## src/rtl/div_pkg.sv

```systemverilog
// Shared types and helpers for the iterative divider.
package div_pkg;

  typedef enum logic [2:0] {
    IDLE,
    PREP,
    ITER,
    FIX,
    FIN
  } div_state_e;

  // Divide-by-zero quotient is all ones (fill bit replicated to N).
  localparam logic DBZ_Q_FILL = 1'b1;

  function automatic int unsigned div_latency(input int unsigned n, input int unsigned k);
    return (n / k) + 3;
  endfunction

  function automatic int unsigned div_cnt_width(input int unsigned n, input int unsigned k);
    return ((n / k) > 1) ? $clog2(n / k) : 1;
  endfunction

endpackage

```

## src/rtl/div_radix_step.sv

```systemverilog
// K restoring-division steps per call, MSB of shift_bits consumed first.
module div_radix_step #(
  parameter int unsigned N = 8,
  parameter int unsigned K = 1
) (
  input  logic [N:0]   rem_in,
  input  logic [K-1:0] shift_bits,
  input  logic [N-1:0] divisor,
  output logic [N:0]   rem_out,
  output logic [K-1:0] q_bits
);

  logic [N:0]   rem_v;
  logic [N+1:0] diff;

  // Extra top bit of diff is the trial-subtract borrow.
  always_comb begin
    rem_v  = rem_in;
    diff   = '0;
    q_bits = '0;
    for (int i = K - 1; i >= 0; i--) begin
      rem_v     = {rem_v[N-1:0], shift_bits[i]};
      diff      = {1'b0, rem_v} - {2'b00, divisor};
      q_bits[i] = ~diff[N+1];
      if (!diff[N+1]) rem_v = diff[N:0];
    end
    rem_out = rem_v;
  end

endmodule

```

## src/rtl/seq_divider.sv

```systemverilog
// Iterative signed/unsigned divider with remainder, radix-2^K retirement
// and divide-by-zero / signed-overflow flags.
module seq_divider
  import div_pkg::*;
#(
  parameter int unsigned N            = 8,
  parameter int unsigned K            = 1,
  parameter int unsigned verbose_flag = 0
) (
  input  logic         clk,
  input  logic         reset,
  input  logic         start,
  input  logic         signed_mode,
  input  logic [N-1:0] dividend,
  input  logic [N-1:0] divisor,
  output logic         busy,
  output logic         done,
  output logic [N-1:0] quotient,
  output logic [N-1:0] remainder,
  output logic         div_by_zero,
  output logic         overflow
);

  localparam int unsigned KS    = (K == 0) ? 1 : K;
  localparam int unsigned ITERS = N / KS;
  localparam int unsigned CNT_W = div_cnt_width(N, KS);
  localparam logic [N-1:0] SMIN = {1'b1, {(N-1){1'b0}}};

  if ((K == 0) || (N < 2) || ((N % KS) != 0)) begin : g_bad_geometry
    $error("seq_divider: need N >= 2 and N divisible by K");
  end
  if (verbose_flag > 1) begin : g_bad_verbose
    $error("seq_divider: verbose_flag must be 0 or 1");
  end

  div_state_e state, state_nxt;
  logic       busy_nxt, done_nxt;

  logic             sm_q, dbz_q, ovf_q, neg_q_q, neg_r_q;
  logic [N-1:0]     acc_q;   // dividend in, quotient shifted in from the bottom
  logic [N-1:0]     dvs_q;
  logic [N:0]       rem_q;
  logic [CNT_W-1:0] cnt_q;
  logic [N:0]       rem_step;
  logic [K-1:0]     q_step;

  div_radix_step #(.N(N), .K(K)) u_step (
    .rem_in    (rem_q),
    .shift_bits(acc_q[N-1 -: K]),
    .divisor   (dvs_q),
    .rem_out   (rem_step),
    .q_bits    (q_step)
  );

  always_ff @(posedge clk or negedge reset) begin
    if (!reset) begin
      state <= IDLE;
      busy  <= 1'b0;
      done  <= 1'b0;
    end else begin
      state <= state_nxt;
      busy  <= busy_nxt;
      done  <= done_nxt;
    end
  end

  // Divide-by-zero takes one busy cycle through FIX so done lands in cycle 2.
  always_comb begin
    state_nxt = state;
    case (state)
      IDLE:    if (start) state_nxt = (divisor == '0) ? FIX : PREP;
      PREP:    state_nxt = ITER;
      ITER:    if (cnt_q == '0) state_nxt = FIX;
      FIX:     state_nxt = FIN;
      FIN:     state_nxt = IDLE;
      default: state_nxt = IDLE;
    endcase
    busy_nxt = (state_nxt == PREP) || (state_nxt == ITER) || (state_nxt == FIX);
    done_nxt = (state_nxt == FIN);
  end

  always_ff @(posedge clk or negedge reset) begin
    if (!reset) begin
      sm_q        <= 1'b0;
      dbz_q       <= 1'b0;
      ovf_q       <= 1'b0;
      neg_q_q     <= 1'b0;
      neg_r_q     <= 1'b0;
      acc_q       <= '0;
      dvs_q       <= '0;
      rem_q       <= '0;
      cnt_q       <= '0;
      quotient    <= '0;
      remainder   <= '0;
      div_by_zero <= 1'b0;
      overflow    <= 1'b0;
    end else begin
      case (state)
        IDLE: if (start) begin
          acc_q <= dividend;
          dvs_q <= divisor;
          sm_q  <= signed_mode;
          dbz_q <= (divisor == '0);
          ovf_q <= signed_mode && (dividend == SMIN) && (divisor == '1);
        end
        PREP: begin
          neg_q_q <= (sm_q & acc_q[N-1]) ^ (sm_q & dvs_q[N-1]);
          neg_r_q <= sm_q & acc_q[N-1];
          acc_q   <= (sm_q && acc_q[N-1]) ? -acc_q : acc_q;
          dvs_q   <= (sm_q && dvs_q[N-1]) ? -dvs_q : dvs_q;
          rem_q   <= '0;
          cnt_q   <= CNT_W'(ITERS - 1);
        end
        ITER: begin
          acc_q <= (acc_q << K) | N'(q_step);
          rem_q <= rem_step;
          cnt_q <= cnt_q - CNT_W'(1);
        end
        // On the divide-by-zero path acc_q still holds the raw dividend.
        FIX: begin
          quotient    <= dbz_q ? {N{DBZ_Q_FILL}} : (neg_q_q ? -acc_q : acc_q);
          remainder   <= dbz_q ? acc_q : (neg_r_q ? -rem_q[N-1:0] : rem_q[N-1:0]);
          div_by_zero <= dbz_q;
          overflow    <= ovf_q;
        end
        default: ;
      endcase
    end
  end

endmodule

```

## config.mk

```make
export PLATFORM = sky130hd
export DESIGN_NAME = seq_divider
export DESIGN_NICKNAME = d
export VERILOG_FILES = /design/src/rtl/div_pkg.sv /design/src/rtl/div_radix_step.sv /design/src/rtl/seq_divider.sv
export SDC_FILE = /design/constraint.sdc
export NUM_CORES = 1
export LEC_CHECK = 0
export CORE_ASPECT_RATIO = 1.25
export CORE_MARGIN = 10
export CORE_UTILIZATION = 30
export CTS_CLUSTER_SIZE = 25
export DETAILED_ROUTE_END_ITERATION = 8
export GPL_ROUTABILITY_DRIVEN = 0
export PLACE_DENSITY = 0.54
export SKIP_CTS_REPAIR_TIMING = 1
export SLEW_MARGIN = 10
export SYNTH_ARGS = -nofsm -noshare
export SYNTH_HDL_FRONTEND = slang
export SYNTH_HIERARCHICAL = 1
export SYNTH_SLANG_ARGS = --single-unit
```

## constraint.sdc

```tcl
create_clock -name clk -period 2.2 [get_ports clk]
set_input_delay 0.44 -clock clk [delete_from_list [all_inputs] [get_ports clk]]
set_output_delay 0.44 -clock clk [all_outputs]
set_load 0.05 [all_outputs]
```

# ---- After elaboration in Yosys (flattened, before gate mapping)
# Cells that the tools add are included.
dict set report word_totals {
  reg_bits 55
  in_bits 20
  output_inout_bits 20
  word_cells 70
}
dict set report op_classes {
  addsub 5
  eq_ne 12
  mux 17
  bitwise_logic 5
  n_reduce_logical 15
}
# op n
set op_table {}
lappend op_table {{2-to-1 mux 8 bit} 9}
lappend op_table {{case mux 8 bit (2 select lines)} 2}
lappend op_table {{negator 8 bit} 3}
lappend op_table {{case mux 8 bit (3 select lines)} 1}
lappend op_table {{== test 8 bit, second input constant} 2}
lappend op_table {{== test 3 x 2 -> 1 bit, second input constant} 4}
lappend op_table {{case mux 3 bit (4 select lines)} 1}
lappend op_table {{subtractor 9 x 8 -> 10 bit} 1}
lappend op_table {{zero test 8 bit} 1}
lappend op_table {{bitwise OR 8 x 1 -> 8 bit} 1}
lappend op_table {{== test 3 x 1 -> 1 bit, second input constant} 2}
lappend op_table {{zero test 3 bit} 2}
lappend op_table {{2-to-1 mux 3 bit} 2}
lappend op_table {{inequality test 2 bit, second input constant} 3}
lappend op_table {{case mux 3 bit (2 select lines)} 1}
lappend op_table {{AND reduction 3 bit} 2}
lappend op_table {{logical AND 1 bit} 4}
lappend op_table {{nonzero test 2 bit} 2}
lappend op_table {{== test 3 bit, second input constant} 1}
lappend op_table {{nonzero test 3 bit} 1}
lappend op_table {{subtractor 3 x 1 -> 3 bit, second input constant} 1}
lappend op_table {{AND 1 bit} 2}
lappend op_table {{logical OR 1 bit} 2}
lappend op_table {{2-to-1 mux 2 bit} 1}
lappend op_table {{other kinds (3)} 3}

# ---- Depth between registers and ports, before layout
# Gate-level depths: netlist of run 1.
dict set report depth {
  ltp_word 7
  depth_mapped 10
}

# ---- Hierarchy
# Netlist of run 1, hierarchy kept.
# mod instances cells_per_inst area_each_um2 seq_area_each_um2
set modules_own_cells {}
lappend modules_own_cells {seq_divider 1 356 3155.5 1401.3}
lappend modules_own_cells {div_radix_step 1 67 506.7 0.0}

# ---- Worst setup path before layout of run 1
# Ideal clock, no wire load.
dict set report synth_path {
  path_kind {flip-flop to flip-flop}
  startpoint {register rem_q[2]}
  endpoint {register rem_q[2]}
  arrival_ns 2.097
  required_ns 2.066
  setup_slack_ns -0.030
  stages_incl_launch_ff 9
  period_less_slack_ns 2.230
  cell_sequence {dfrtp_1 ha_1 a21o_1 a21oi_2 nand2_2 a41oi_4 mux2_2 a21oi_1 o21ai_0}
}
dict set report synth_between {
  elab_chain_cells 3
}
# element line_no
set synth_lines {}
lappend synth_lines {{start, declared} seq_divider.sv:42} ;# logic [N:0] rem_q;
lappend synth_lines {{start signal, assigned} seq_divider.sv:116} ;# rem_q <= rem_step;
lappend synth_lines {{subtractor 9 x 8 -> 10 bit} div_radix_step.sv:23} ;# diff = {1'b0, rem_v} - {2'b00, divisor};
lappend synth_lines {{2-to-1 mux 8 bit} div_radix_step.sv:25} ;# if (!diff[N+1]) rem_v = diff[N:0];
lappend synth_lines {{named net rem_step[2]} seq_divider.sv:44} ;# logic [N:0] rem_step;
lappend synth_lines {{case mux 8 bit (2 select lines)} seq_divider.sv:98} ;# case (state)
# The timed path passes the listed nets, and every way through them passes these cells.
# A chain may end at the register's enable or synchronous reset.

# ---- Worst setup path after layout of run 1
dict set report layout_path {
  startpoint {register rem_q[0]}
  endpoint {register rem_q[4]}
}
# The elaborated chain is that of the path after synthesis.

==> summary.md, run 1 <==
| Metric | Value |
|---|---|
| Buffer and inverter count on the worst path | `1` |
| Max Clk Rate | `468 MHz` |
| Worst path arrival time | `2.32 ns` |
| Root Driver | `clkbuf_16` |
| Area Growth Syn to Fin | `28.1%` |
| Final Critical Period | `2.14 ns` |
| Fin nets | `507` |
| Via/cell ratio | `5.08` |
| CP max FO | `7` |
| Die W | `118 um` |
| Hold Violations, Final | `0` |
| Leakage | `1.97 nW` |
| Startpoint types | `flop` |
| Syn Area/Cell | `8.70 um2` |
| Critical Path Max Stage Delay | `0.40 ns` |
| TritonCTS clock tree | `yes` |
| Largest net degree at the start of global routing | `56` |
| Grt total ovfl | `0` |
| Top delay family on crit path | `compound AO/OA/AOI/OAI gates` |
| R2R Path Start | `rem_q[0]` |
| Area of the core | `11700 um2` |
| Crit-path slowest cell | `dfrtp_1` |
| Cts bufs inserted | `5` |
| WL/cell | `16.1 um` |
| Slew margin rel. | `65.9%` |
| Final design area excluding fillers | `4580 um2` |
| Post-Route WL | `10200 um` |
| First-pass GRT wire length | `17100 um` |
| Final Max Tran Viols | `0` |
| Cells after synthesis | `411` |
| Number of global-route vias before repair | `3203` |
| Crit path capture type | `flop` |
| Full die area | `16700 um2` |
| Starting Density | `30.6%` |
| RSZ-0062 raised after global routing | `true` |
| I/O pin count | `40` |
| PD cells | `1640 nW/um2` |
| Sequential Power Share | `25.4%` |
| Layout cells sized above 1 | `14.6%` |
| Min-delay worst type | `in -> async` |
| Port-buffer cells | `39` |
| Tot GR Track Use | `12.4%` |
| H-tree depth | `2` |
| Die Y-Extent | `142 um` |
| Pre-Repair DR Iteration Count | `4` |
| Cell chain of the critical path | `ha_1 > nor2b_1 > o2111ai_2 > nand2_2 > a41oi_4 > buf_12 > mux2_2 > a21oi_2 > o21ai_1` |
| DR vias | `3226` |
| WS Path Type | `reg -> reg` |
| VDD IR max | `0.000412 V` |
| Yosys warns | `6` |
| Internal power | `4.04 mW` |
| Synth Cell Area | `3580 um2` |
| Fin crit share | `97.2%` |
| CTS clock-pin slew for the worst setup and hold paths | `0.07 ns` |
| Antenna violations before repair | `0` |
| CTS Buffer Depth | `2` |
| Clock network fraction of design power | `11.4%` |
| Residual DRC count | `0` |
| CP Data Required Time | `2.38 ns` |
| DP Wirelength | `7670 um` |
| Fin Setup TNS | `0 ns` |
| ANT cells | `0` |
| Setup crit start | `rem_q[0]` |
| Comb pwr share | `63.2%` |
| Syn_nets | `445` |
| Clock sink count | `55` |
| Max_cap viols | `0` |
| Worst slew pin tran | `0.510 ns` |
| Routed Antenna Nets | `0` |
| Clock latency on the worst-skew pair | `0.30 ns` |
| Final setup vio count | `0` |
| Status | `finished clean` |
| Row Count | `44` |
| Initial DRC Count | `171` |
| Sw Share | `46.1%` |
| Post-Route Skew | `0.00670 ns` |
| NetSw | `3.45 mW` |
| Dpl cell area | `4330 um2` |
| Fin util | `39.2%` |
==> layer usage <==
layer  share of wire [%]  global-route usage, %  vias to the layer above
met3                 4.1                   2.46                       10
met2                  53                   22.7                       58
met1                  42                   14.3                     1559
met5                   0                      0                        -
li1                    -                      -                     1599
met4                 1.3                   3.32                        0
==> worst paths after layout <==
check                              end  slack, ns  depth (start not counted)
min reg2reg                div_by_zero       0.48                          2
max                           rem_q[4]       0.06                          9
min                        quotient[6]       0.14                          2
max in group asynchronous     acc_q[0]       1.82                          2
min in group clk           div_by_zero       0.48                          2
max reg2reg                   rem_q[4]       0.06                          9
==> cell type report <==
cell class	count	area, um2
tap	161	201
sequential	55	1380
inverter	28	105
clock buffer	8	156
timing repair buffer	77	699
multi-input combinational	306	2040
fill	1206	7090
==> state kept, by name, indices dropped and copies added, names as in the netlist <==
register	cells
dbz_q	1
rem_q	8
done	1
neg_q_q	1
dvs_q	8
overflow	1
state	3
remainder	8
busy	1
acc_q	8
quotient	8
sm_q	1
neg_r_q	1
ovf_q	1
div_by_zero	1
cnt_q	3
==> power groups by stage <==
stage	sequential, mW	combinational (mW)	clock [mW]
2_1_floorplan	2.36	2.64	0
3_3_place_gp	1.91	4.44	0
3_5_place_dp	1.93	4.48	0
4_1_cts	1.91	4.50	0.886
5_1_grt	1.97	5.25	0.918
6_report	1.90	4.73	0.855
==> metrics by stage <==
step           instances  total power [mW]  setup WS (ns)  hold WS (ns)
2_1_floorplan        411              5.00         0.0700         0.144
3_3_place_gp         623              6.35         0.0364         0.462
3_5_place_dp         623              6.41         0.0205         0.473
4_1_cts              631              7.30        0.00817         0.148
5_1_grt              635              8.14        -0.0566         0.162
6_report             635              7.49         0.0625         0.138
==> layout by cell type (no fill, tap or decap), types with 4 or more instances in the layout <==
cell type,count
nand2_1,48
nand3_1,9
a32oi_1,4
nand2b_1,4
mux2i_1,9
ha_1,12
a31oi_1,7
nor3_1,18
clkdlybuf4s50_1,38
o22ai_1,5
xor2_1,5
a21oi_1,22
nor2_1,34
dfrtp_1,55
clkbuf_16,5
buf_4,35
nor4_1,4
o211ai_1,4
a21oi_2,5
xnor2_1,11
o21ai_0,20
nor2b_1,12
a21o_1,5
inv_1,26
Note: power is estimated with default switching activity, not from simulation.
==> run 2, diff against run 1 <==
Settings changed: ABC_CLOCK_PERIOD_IN_PS set to 2750, PLACE_DENSITY 0.54 to 0.52, SKIP_CTS_REPAIR_TIMING 1 to unset.
Clock period 2.2 ns to 2.75 ns, I/O delays scaled along.
==> run 2 against run 1 <==
  * Design area down 5.3%
  * Non-clock buffer count shrank 27
  * Sequential power down 13%
  * Register-to-register slack improved by 0.26 ns
  * Highest routed layer unchanged
  * Clock power shrank 2%
  * Critical path type unchanged
  * First-iteration DRC count grew 8.2%
  * Core utilization down 2.1 points
==> summary.md, run 2 (same netlist as run 1, synthesis figures left out) <==
| Metric | Value |
|---|---|
| Full die area | `16700 um2 (unchanged)` |
| Clock network fraction of design power | `14.7% (+3.3 points)` |
| Leakage | `1.83 nW (-7.2%)` |
| Sw Share | `46.8% (+0.79 points)` |
| Antenna violations before repair | `0 (unchanged)` |
| Hold slack | `0.269 ns (+0.131 ns)` |
| Hold Violations, Final | `0 (unchanged)` |
| WS Path Type | `reg -> reg` |
| Flop2flop setup slack | `0.32 ns (+0.26 ns)` |
| CTS resizes | `0` |
| Min-delay worst type | `in -> async` |
| Final setup vio count | `0 (unchanged)` |
| DR vias | `3135 (-2.8%)` |
| Residual DRC count | `0 (unchanged)` |
| CTS clock-pin slew for the worst setup and hold paths | `0.08 ns (about the same)` |
| Fin nets | `480 (-5.3%)` |
| Comb pwr share | `56.5% (-6.7 points)` |
| Buffer and inverter count on the worst path | `1 (unchanged)` |
| CP max FO | `8 (+1)` |
| Routed Antenna Nets | `0 (unchanged)` |
| Slew margin rel. | `51.1% (-15 points)` |
| CTS Buffer Depth | `2 (unchanged)` |
| Count of hold-fix buffers inserted at cts | `0` |
| Largest net degree at the start of global routing | `27 (-52%)` |
| Die Y-Extent | `142 um (unchanged)` |
| Port-buffer cells | `39 (unchanged)` |
| Max_cap viols | `0 (unchanged)` |
| I/O pin count | `40 (unchanged)` |
| Die W | `118 um (unchanged)` |
| Final Critical Period | `2.43 ns (+0.293 ns)` |
| Fin util | `37.2% (-2.1 points)` |
| Cell chain of the critical path | `inv_1 > ha_1 > a21o_1 > a21oi_2 > nand2_2 > a41oi_4 > mux2_2 > a21oi_1 > o21ai_0` |
| Internal power | `3.04 mW (-25%)` |
| Row Count | `44 (unchanged)` |
| Sequential Power Share | `28.8% (+3.4 points)` |
| Status | `finished clean` |
| Post-Route WL | `10200 um (about the same)` |
| PD cells | `1320 nW/um2 (-19%)` |
| Starting Density | `30.6% (unchanged)` |
| Crit path capture type | `flop` |
| Cts bufs inserted | `5 (unchanged)` |
| RSZ-0062 raised after global routing | `false` |
| Layout cells sized above 1 | `7.61% (-7.0 points)` |
| VDD IR max | `0.000364 V (-12%)` |
| WL/cell | `16.8 um (+4.3%)` |
| Clock latency on the worst-skew pair | `0.30 ns (about the same)` |
| Most frequent cells in the layout | `dfrtp_1 (55), nand2_1 (48), clkdlybuf4s50_1 (38)` |
| Number of global-route vias before repair | `3214 (+0.34%)` |
| Worst path arrival time | `2.61 ns (+0.29 ns)` |
| Initial DRC Count | `185 (+8.2%)` |
| Post-Route Skew | `0.00696 ns (+0.000267 ns)` |
| Area of the core | `11700 um2 (unchanged)` |
| Final Max Tran Viols | `0 (unchanged)` |
| Grt total ovfl | `0 (unchanged)` |
| Pre-Repair DR Iteration Count | `4 (unchanged)` |
| ANT cells | `0 (unchanged)` |
| Setup bufs post-CTS | `0` |
| Fin crit share | `88.4% (-8.8 points)` |
| H-tree depth | `2 (unchanged)` |
| Sequential standard cell area | `1380 um2 (unchanged)` |
| Via/cell ratio | `5.16 (+1.5%)` |
| First-pass GRT wire length | `17100 um (+0.20%)` |
| Clock sink count | `55 (unchanged)` |
| Critical Path Max Stage Delay | `0.43 ns (+0.03 ns)` |
| NetSw | `2.68 mW (-22%)` |
| CP Data Required Time | `2.92 ns (+0.54 ns)` |
| Max Clk Rate | `411 MHz (-12%)` |
| Worst slew pin tran | `0.732 ns (+0.222 ns)` |
| Area Growth Syn to Fin | `21.3%` |
| Startpoint types | `flop` |
| Leading cell type in the layout, fill and taps excluded | `dfrtp_1` |
| Top delay family on crit path | `compound AO/OA/AOI/OAI gates` |
| Root Driver | `clkbuf_16` |
| Tot GR Track Use | `12.4% (+0.049 points)` |
| TritonCTS clock tree | `yes` |
| Crit-path slowest cell | `dfrtp_1` |
| Fill count | `1233 (+2.2%)` |
| Fin Setup TNS | `0 ns (unchanged)` |
| DP Wirelength | `7800 um (+1.7%)` |
| Footprint of the multi-input gates | `2000 um2 (-2.3%)` |
## run 2: changes by cell type in the layout (fill, tap and decap cells not counted), sizes merged
cell and delta:
clkinvlp +1, buf -27, clkbuf -3, bufinv +2
## run 2: final timing paths
check,cells after the start,startpoint,endpoint
max,9,dvs_q[3],rem_q[5]
min,1,reset,quotient[7]
max reg2reg,9,dvs_q[3],rem_q[5]
min reg2reg,2,overflow,overflow
max in group asynchronous,2,reset,ovf_q
min in group clk,2,overflow,overflow
## run 2: power by group through the flow
stage | Sequential [mW] | Combinational [mW] | Clock, mW
6_report | 1.65 | 3.23 | 0.842
5_1_grt | 1.72 | 3.60 | 0.891
4_1_cts | 1.66 | 3.27 | 0.860
3_5_place_dp | 1.67 | 3.25 | 0
3_3_place_gp | 1.66 | 3.22 | 0
2_1_floorplan | 1.88 | 2.11 | 0
## run 2: metrics by stage
step	area [um2]	power (mW)	cells	setup slack, ns
after detailed placement	4150	4.93	600	0.318
after CTS	4340	5.79	608	0.300
final	4340	5.72	608	0.319
after global routing	4340	6.21	608	0.0759
after global placement	4150	4.88	600	0.382
after floorplan	3580	4.00	411	0.535
## run 2: routing by layer
layer  routed length (um)  share of wire [%]  GRT usage (%)  vias to the layer above
li1                     -                  -              -                     1547
met1                 4240                 42           14.0                     1504
met2                 5340                 52           22.7                       66
met3                  423                4.1           2.46                       18
met4                  199                2.0           4.63                        0
met5                    0                  0              0                        -
## run 2: layout make-up
cell class	instances	share of cell area, %
multi-input combinational	306	46.0
sequential	55	31.7
timing repair buffer	50	10.8
tap	161	4.64
clock buffer	5	2.88
inverter	28	2.42
clock inverter	3	1.56
